===== config.mk =====
export PLATFORM = sky130hd
export DESIGN_NAME = k_fetch_ctrl
export DESIGN_NICKNAME = d
export VERILOG_FILES = /design/src/rtl/k_fetch_ctrl.sv
export SDC_FILE = /design/constraint.sdc
export NUM_CORES = 1
export LEC_CHECK = 0
export ABC_AREA = 1
export CAP_MARGIN = 20
export CORE_MARGIN = 5
export CORE_UTILIZATION = 45
export CTS_BUF_LIST = sky130_fd_sc_hd__clkbuf_4 sky130_fd_sc_hd__clkbuf_8
export CTS_CLUSTER_DIAMETER = 30
export DETAILED_ROUTE_END_ITERATION = 10
export GPL_ROUTABILITY_DRIVEN = 0
export GPL_TIMING_DRIVEN = 0
export MAX_ROUTING_LAYER = met4
export PLACE_DENSITY = 0.82
export SLEW_MARGIN = 10
export SYNTH_ARGS = -nofsm -noshare
export SYNTH_HDL_FRONTEND = slang
export SYNTH_SLANG_ARGS = --single-unit

===== constraint.sdc =====
create_clock -name clock -period 1.65 [get_ports clock]
set_input_delay 0.33 -clock clock [delete_from_list [all_inputs] [get_ports clock]]
set_output_delay 0.33 -clock clock [all_outputs]
set_load 0.005 [all_outputs]

===== src/rtl/k_fetch_ctrl.sv =====
// k_fetch_ctrl: initiator side of the K-constant interface.
// Walks K-ROM addresses 0..K_LENGTH-1, reads each word from a synchronous
// memory with MEM_LATENCY cycles of read latency and presents it to the
// round-constant consumer as k_data/k_address/k_valid, advancing one word per
// next_req pulse. address_read_complete is raised once the last word has
// been consumed.
//
// Optional build macro: K_FETCH_PREFETCH_EN
//   When defined, a one-word prefetch buffer reads word a+1 as soon as word a
//   is presented, so a consumer that is slower than the memory never sees a
//   k_valid bubble between words.
//
// State table:
//   state | meaning
//   IDLE  | not running, all outputs low
//   ISSUE | read strobe for addr is on the memory port this cycle
//   WAIT  | counting down the memory latency for the word at addr
//   HOLD  | word addr presented with k_valid=1, waiting for next_req
//   DONE  | last word consumed, address_read_complete held high
module k_fetch_ctrl #(
  parameter int K_LENGTH    = 64,
  parameter int MEM_LATENCY = 1
) (
  input  logic                        clock,
  input  logic                        reset,
  input  logic                        enable,
  input  logic                        next_req,
  output logic                        mem_read_en,
  output logic [$clog2(K_LENGTH)-1:0] mem_address,
  input  logic [31:0]                 mem_data,
  output logic                        k_valid,
  output logic [$clog2(K_LENGTH)-1:0] k_address,
  output logic [31:0]                 k_data,
  output logic                        address_read_complete,
  output logic                        busy
);

  localparam int AW = $clog2(K_LENGTH);
  localparam logic [AW-1:0] LAST = AW'(K_LENGTH - 1);
  localparam logic [AW-1:0] ONE  = AW'(1);
  // Latency counter is loaded on the cycle the strobe becomes visible and
  // reaches zero on the cycle the data is on mem_data.
  localparam logic [2:0]    LAT  = 3'(MEM_LATENCY);

  typedef enum logic [2:0] {
    IDLE  = 3'd0,
    ISSUE = 3'd1,
    WAIT  = 3'd2,
    HOLD  = 3'd3,
    DONE  = 3'd4
  } state_t;

  state_t          state, state_nxt;
  logic [AW-1:0]   addr, addr_nxt;
  logic [2:0]      lat_cnt, lat_cnt_nxt;
  logic            rd_en_nxt;
  logic [AW-1:0]   rd_addr_nxt;
  logic            valid_nxt;
  logic [AW-1:0]   kaddr_nxt;
  logic [31:0]     kdata_nxt;
  logic            done_nxt;

`ifdef K_FETCH_PREFETCH_EN
  logic            pf_pending, pf_pending_nxt;
  logic            pf_full, pf_full_nxt;
  logic [31:0]     pf_data, pf_data_nxt;
`endif

  // State, counters and all registered outputs; reset clears everything.
  always_ff @(posedge clock) begin
    if (reset) begin
      state                 <= IDLE;
      addr                  <= '0;
      lat_cnt               <= '0;
      mem_read_en           <= 1'b0;
      mem_address           <= '0;
      k_valid               <= 1'b0;
      k_address             <= '0;
      k_data                <= '0;
      address_read_complete <= 1'b0;
`ifdef K_FETCH_PREFETCH_EN
      pf_pending            <= 1'b0;
      pf_full               <= 1'b0;
      pf_data               <= '0;
`endif
    end else begin
      state                 <= state_nxt;
      addr                  <= addr_nxt;
      lat_cnt               <= lat_cnt_nxt;
      mem_read_en           <= rd_en_nxt;
      mem_address           <= rd_addr_nxt;
      k_valid               <= valid_nxt;
      k_address             <= kaddr_nxt;
      k_data                <= kdata_nxt;
      address_read_complete <= done_nxt;
`ifdef K_FETCH_PREFETCH_EN
      pf_pending            <= pf_pending_nxt;
      pf_full               <= pf_full_nxt;
      pf_data               <= pf_data_nxt;
`endif
    end
  end

  // Next-state and next-output logic; enable low overrides every state.
  always_comb begin
    state_nxt   = state;
    addr_nxt    = addr;
    lat_cnt_nxt = lat_cnt;
    rd_en_nxt   = 1'b0;
    rd_addr_nxt = mem_address;
    valid_nxt   = k_valid;
    kaddr_nxt   = k_address;
    kdata_nxt   = k_data;
    done_nxt    = address_read_complete;
`ifdef K_FETCH_PREFETCH_EN
    pf_pending_nxt = pf_pending;
    pf_full_nxt    = pf_full;
    pf_data_nxt    = pf_data;
`endif

    if (!enable) begin
      // Abort: in-flight memory data is simply never captured.
      state_nxt   = IDLE;
      addr_nxt    = '0;
      lat_cnt_nxt = '0;
      rd_addr_nxt = '0;
      valid_nxt   = 1'b0;
      kaddr_nxt   = '0;
      kdata_nxt   = '0;
      done_nxt    = 1'b0;
`ifdef K_FETCH_PREFETCH_EN
      pf_pending_nxt = 1'b0;
      pf_full_nxt    = 1'b0;
      pf_data_nxt    = '0;
`endif
    end else begin
      case (state)
        IDLE: begin
          state_nxt   = ISSUE;
          addr_nxt    = '0;
          rd_en_nxt   = 1'b1;
          rd_addr_nxt = '0;
          lat_cnt_nxt = LAT;
        end

        ISSUE: begin
          state_nxt   = WAIT;
          lat_cnt_nxt = lat_cnt - 3'd1;
        end

        WAIT: begin
          if (lat_cnt == 3'd0) begin
            state_nxt = HOLD;
            valid_nxt = 1'b1;
            kaddr_nxt = addr;
            kdata_nxt = mem_data;
`ifdef K_FETCH_PREFETCH_EN
            pf_pending_nxt = 1'b0;
            pf_full_nxt    = 1'b0;
            if (addr != LAST) begin
              rd_en_nxt      = 1'b1;
              rd_addr_nxt    = addr + ONE;
              lat_cnt_nxt    = LAT;
              pf_pending_nxt = 1'b1;
            end
`endif
          end else begin
            lat_cnt_nxt = lat_cnt - 3'd1;
          end
        end

        HOLD: begin
`ifdef K_FETCH_PREFETCH_EN
          // Background fill of the prefetch buffer.
          if (pf_pending) begin
            if (lat_cnt == 3'd0) begin
              pf_data_nxt    = mem_data;
              pf_full_nxt    = 1'b1;
              pf_pending_nxt = 1'b0;
            end else begin
              lat_cnt_nxt = lat_cnt - 3'd1;
            end
          end
          if (next_req) begin
            if (addr == LAST) begin
              state_nxt = DONE;
              valid_nxt = 1'b0;
              done_nxt  = 1'b1;
            end else if (pf_full || (pf_pending && lat_cnt == 3'd0)) begin
              // Next word is already here (or arriving now): no bubble.
              addr_nxt       = addr + ONE;
              kaddr_nxt      = addr + ONE;
              kdata_nxt      = pf_full ? pf_data : mem_data;
              pf_full_nxt    = 1'b0;
              pf_pending_nxt = 1'b0;
              if ((addr + ONE) != LAST) begin
                rd_en_nxt      = 1'b1;
                rd_addr_nxt    = addr + AW'(2);
                lat_cnt_nxt    = LAT;
                pf_pending_nxt = 1'b1;
              end
            end else begin
              // Prefetch still in flight: wait for it without re-issuing.
              state_nxt = WAIT;
              addr_nxt  = addr + ONE;
              valid_nxt = 1'b0;
            end
          end
`else
          if (next_req) begin
            valid_nxt = 1'b0;
            if (addr == LAST) begin
              state_nxt = DONE;
              done_nxt  = 1'b1;
            end else begin
              state_nxt   = ISSUE;
              addr_nxt    = addr + ONE;
              rd_en_nxt   = 1'b1;
              rd_addr_nxt = addr + ONE;
              lat_cnt_nxt = LAT;
            end
          end
`endif
        end

        DONE: begin
          state_nxt = DONE;
        end

        default: begin
          state_nxt = IDLE;
        end
      endcase
    end
  end

  assign busy = (state != IDLE);

endmodule


## Word level (Yosys, flattened, before mapping)

Index checks and enable logic that the tools add are counted.

| storage, ports and cells | value |
|---|---|
| register bits | 53 |
| input bits | 36 |
| output and inout bits | 48 |
| word-level logic and storage cells | 50 |

| operators by class | value |
|---|---|
| add/sub/neg operators | 2 |
| equal/unequal tests | 9 |
| muxes and demuxes | 17 |
| bitwise operators | 1 |
| reduce and logical (&&, ||, !) cells | 13 |

Operators by type and width:

| cell | count |
|---|---|
| $mux 3 | 6 |
| $pmux 3 s5 | 1 |
| $mux 6 | 2 |
| $pmux 3 s4 | 1 |
| $pmux 6 s2 | 1 |
| $reduce_and 3->1 | 3 |
| $ne 2x2->1 const B | 4 |
| $add 6x1->6 const B | 1 |
| $eq 3x2->1 const B | 2 |
| $eq 6x6->1 const B | 1 |
| $logic_not 3->1 | 2 |
| $mux 1 | 4 |
| $pmux 1 s2 | 2 |
| $reduce_and 2->1 | 2 |
| $reduce_and 4->1 | 1 |
| $reduce_bool 2->1 | 2 |
| $reduce_bool 4->1 | 1 |
| $eq 3x1->1 const B | 1 |
| $eq 3x3->1 const B | 1 |
| $reduce_bool 3->1 | 1 |
| $sub 3x1->3 const B | 1 |
| $reduce_or 2->1 | 1 |
| $not 1->1 | 1 |

## Depth between registers and ports, before layout

| depth | value |
|---|---|
| word-level depth | 4 |
| depth in mapped cells | 9 |
| mapped depth without buffers | 9 |

## Least setup slack after synthesis

OpenSTA, ideal clock, no wires.

| timing | value |
|---|---|
| path kind | reg-to-reg |
| start | reg lat_cnt[0] |
| end | reg k_valid |
| library setup time | 0.121 ns |
| arrival | 1.246 ns |
| required time | 1.529 ns |
| path slack | 0.283 ns |
| stages on the path, launching flop included | 9 |
| path buffers | 1 |
| period minus slack after synthesis | 1.367 ns |
| cell sequence | dfxtp_1 -> inv_1 -> ha_1 -> ha_1 -> nand3_4 -> inv_2 -> buf_4 -> o21ai_1 -> a21oi_1 |

| between the ends | value |
|---|---|
| cells in the longest elaborated chain, start to end | 3 |

RTL lines:

| what | line | source |
|---|---|---|
| start: declaration | 55 | `logic [2:0] lat_cnt, lat_cnt_nxt;` |
| start signal: assignment | 89 | `lat_cnt <= lat_cnt_nxt;` |
| $logic_not 3->1 | 152 | `if (lat_cnt == 3'd0) begin` |
| $ne 2x2->1 (no source line) | -- |  |
| $reduce_and 3->1 (no source line) | -- |  |
| end signal: assignment | 92 | `k_valid <= valid_nxt;` |
| end: declaration | 31 | `output logic k_valid,` |

No other way between the ends.
A chain may end at the register's enable or synchronous reset.

==> results.tsv <==
metric	value	unit
syn_area	0.00218	mm2
hpwl	4410	um
cts_buffers	5	
multiInputGateArea	976	um2
gr-total-overflow	0	
tightest_slew	490	ps
grt_setup_unrepaired	true	
die_h	79.5	um
grt_max_degree	17	
synth_top_cell_area_share	0.488	
start_util	0.461	
fin_crit_sh	0.951	
cts.sinks	53	
synth_area_per_cell	7.40	um2
slew_viol_final	0	
hold_class	reg2reg	
clock_tree.root_cell	clkbuf_8	
cts_htree_levels	2	
core-area	0.00472	mm2
antenna_cells	0	
pre_cts_ws	-108	ps
ir_drop	0.000469	V
grt_pass1_vias	2087	
clk_latency	310	ps
yosysSeqAreaShare	0.488	
track_usage	0.199	
dr_total_vias	2258	
max_slew_margin	0.673	
register_area	0.00108	mm2
fill_cells	393	
synthesis.nets	333	
clockBufferDepth	2	
worstSetupPathType	reg2out	
ant_nets	0	
synth.area.top_cells	dfxtp_1 (49%), nand2_1 (17%), a21oi_1 (10%)	
worstSetupEndpointType	primary output	
period_minus_slack	1570	ps
nets	427	
cts_tree	done	
areaGrowthSynthToFinish	50.8	%
hold_viol	0	
final_cell_mix	nand2_1 (100), clkdlybuf4s50_1 (82), a21oi_1 (45), dfxtp_1 (45), inv_1 (21)	
firstDrtPassIters	4	
die_w	79.5	um
outcome	finished, final reports clean	
ys_seq_elements	53	
postCtsHoldBufs	0	
cp-start-kind	flop	
grt_antenna_before_repair	0	
portBuffers	83	
crit_arrival	1240	ps
cp_top_family	buffers and inverters	
synth.distinct_cells	24	
syn_inst	294	
critical_path_buf_inv_count	1	
synth_warnings	0	
crit_chain	clkdlybuf4s50_1	
drt-initial-drc-count	183	
fin_worst_skew	5.62	ps
cp_slowest_stage_delay	530	ps
postLayoutCoreUtil	0.695	
rows	25	
route.detailed.drc	0	
synth_top_cell_by_area	dfxtp_1	
cts.clk_slew.worst_paths	90	ps
powerDensity	762	mW/mm2
cp_data_required_time	1320	ps
critPathSlowestCell	clkdlybuf4s50_1	
vias_per_cell	4.95	
cap_viol_max_count	0	
placed_cells_incl_taps	444	
grt_pass1_wl	9690	um
wirelength	6000	um
wl_per_cell	13.2	um
final_common_cell	nand2_1	
max_freq	637	MHz
leakagePower	0.00119	uW
die_area	0.00633	mm2
pin_count	84	
finalSetupViolCount	0	
cp_max_fo	7	
drive_gt1_frac	0.0977	
layout.cells.non_filler	456	
layout_setup_ws	80.0	ps
kinds of logic after synthesis:
group,count (synthesis),synth area share
and+or+nand+nor,147,0.296
buffers and inverters,36,0.0707
adders and majority gates,3,0.0173
DFF,53,0.488
AOI/OAI and AO/OA,55,0.128
metrics by stage:
stage          power [uW]  hold slack, ps  TNS [ps]  cell area, um2
2_1_floorplan        1460             447         0            2180
3_3_place_gp         1600             443     -1850            3090
3_5_place_dp         1600             450     -2680            3090
4_1_cts              2520             470         0            3270
5_1_grt              2620             489     -11.0            3280
6_report             2500             467         0            3280
state kept, by name, indices dropped and copies added, names as in the netlist:
name	flops
k_address	6
k_valid	1
mem_read_en	1
state	3
k_data	32
addr	6
lat_cnt	3
address_read_complete	1
Yosys cell counts:
cell type / number
nand2_1: 100
dfxtp_1: 53
a21oi_1: 45
inv_1: 21
nor2_1: 21
nand3_1: 12
o21ai_0: 6
clkbuf_1: 5
buf_4: 4
buf_2: 3
ha_1: 3
nand4_1: 3
inv_2: 2
nand2_4: 2
nand3_4: 2
nor2_4: 2
nor3_1: 2
o21ai_1: 2
a31oi_1: 1
clkinv_1: 1
nand2_2: 1
nand3b_1: 1
nor3b_1: 1
o21bai_1: 1
worst reg2reg max path, cell delays in order, from the launching register on:
cell	delay (ps)
dfxtp_1	350
inv_1	60
ha_1	190
ha_1	230
nand3_4	170
inv_4	70
buf_4	180
o21ai_1	130
a21oi_1	50
path summary, 6_finish.rpt:
check | from | end | slack [ps] | depth (start not counted)
min reg2reg | k_address[2]$_SDFFE_PP0P_ | k_address[2]$_SDFFE_PP0P_ | 470 | 2
max reg2reg | lat_cnt[0]$_SDFFE_PP0P_ | k_valid$_SDFFE_PP0P_ | 110 | 8
min | k_address[2]$_SDFFE_PP0P_ | k_address[2]$_SDFFE_PP0P_ | 470 | 2
max | addr[0]$_SDFFE_PP0P_ | mem_address[0] | 80 | 1
repair_timing:
action	4_1_cts	5_1_grt
resized for setup	12	8
setup buffers	4	0
setup endpoints to repair	3	16
gates cloned	0	0
pin swaps	2	0
area by class of cell:
type	count	share of cell area
timing repair buffer	87	0.262
inverter	24	0.0282
tap	67	0.0255
clock buffer	6	0.0252
buffer	12	0.0217
sequential	53	0.329
clock inverter	2	0.0114
multi-input combinational	205	0.297
power breakdown:
part	switching [uW]	internal, uW	total (uW)
clock	426	493	920
combinational	127	148	276
sequential	12.6	1290	1310
total	566	1940	2500
per-layer routing:
layer | vias up | wire length (um) | GRT usage
met2 | 69 | 2900 | 0.321
met5 | - | 0 | -
met1 | 1052 | 2590 | 0.244
met3 | 11 | 406 | 0.0485
met4 | 0 | 108 | 0.0670
li1 | 1126 | - | -
Power figures use the tool's default switching activity.
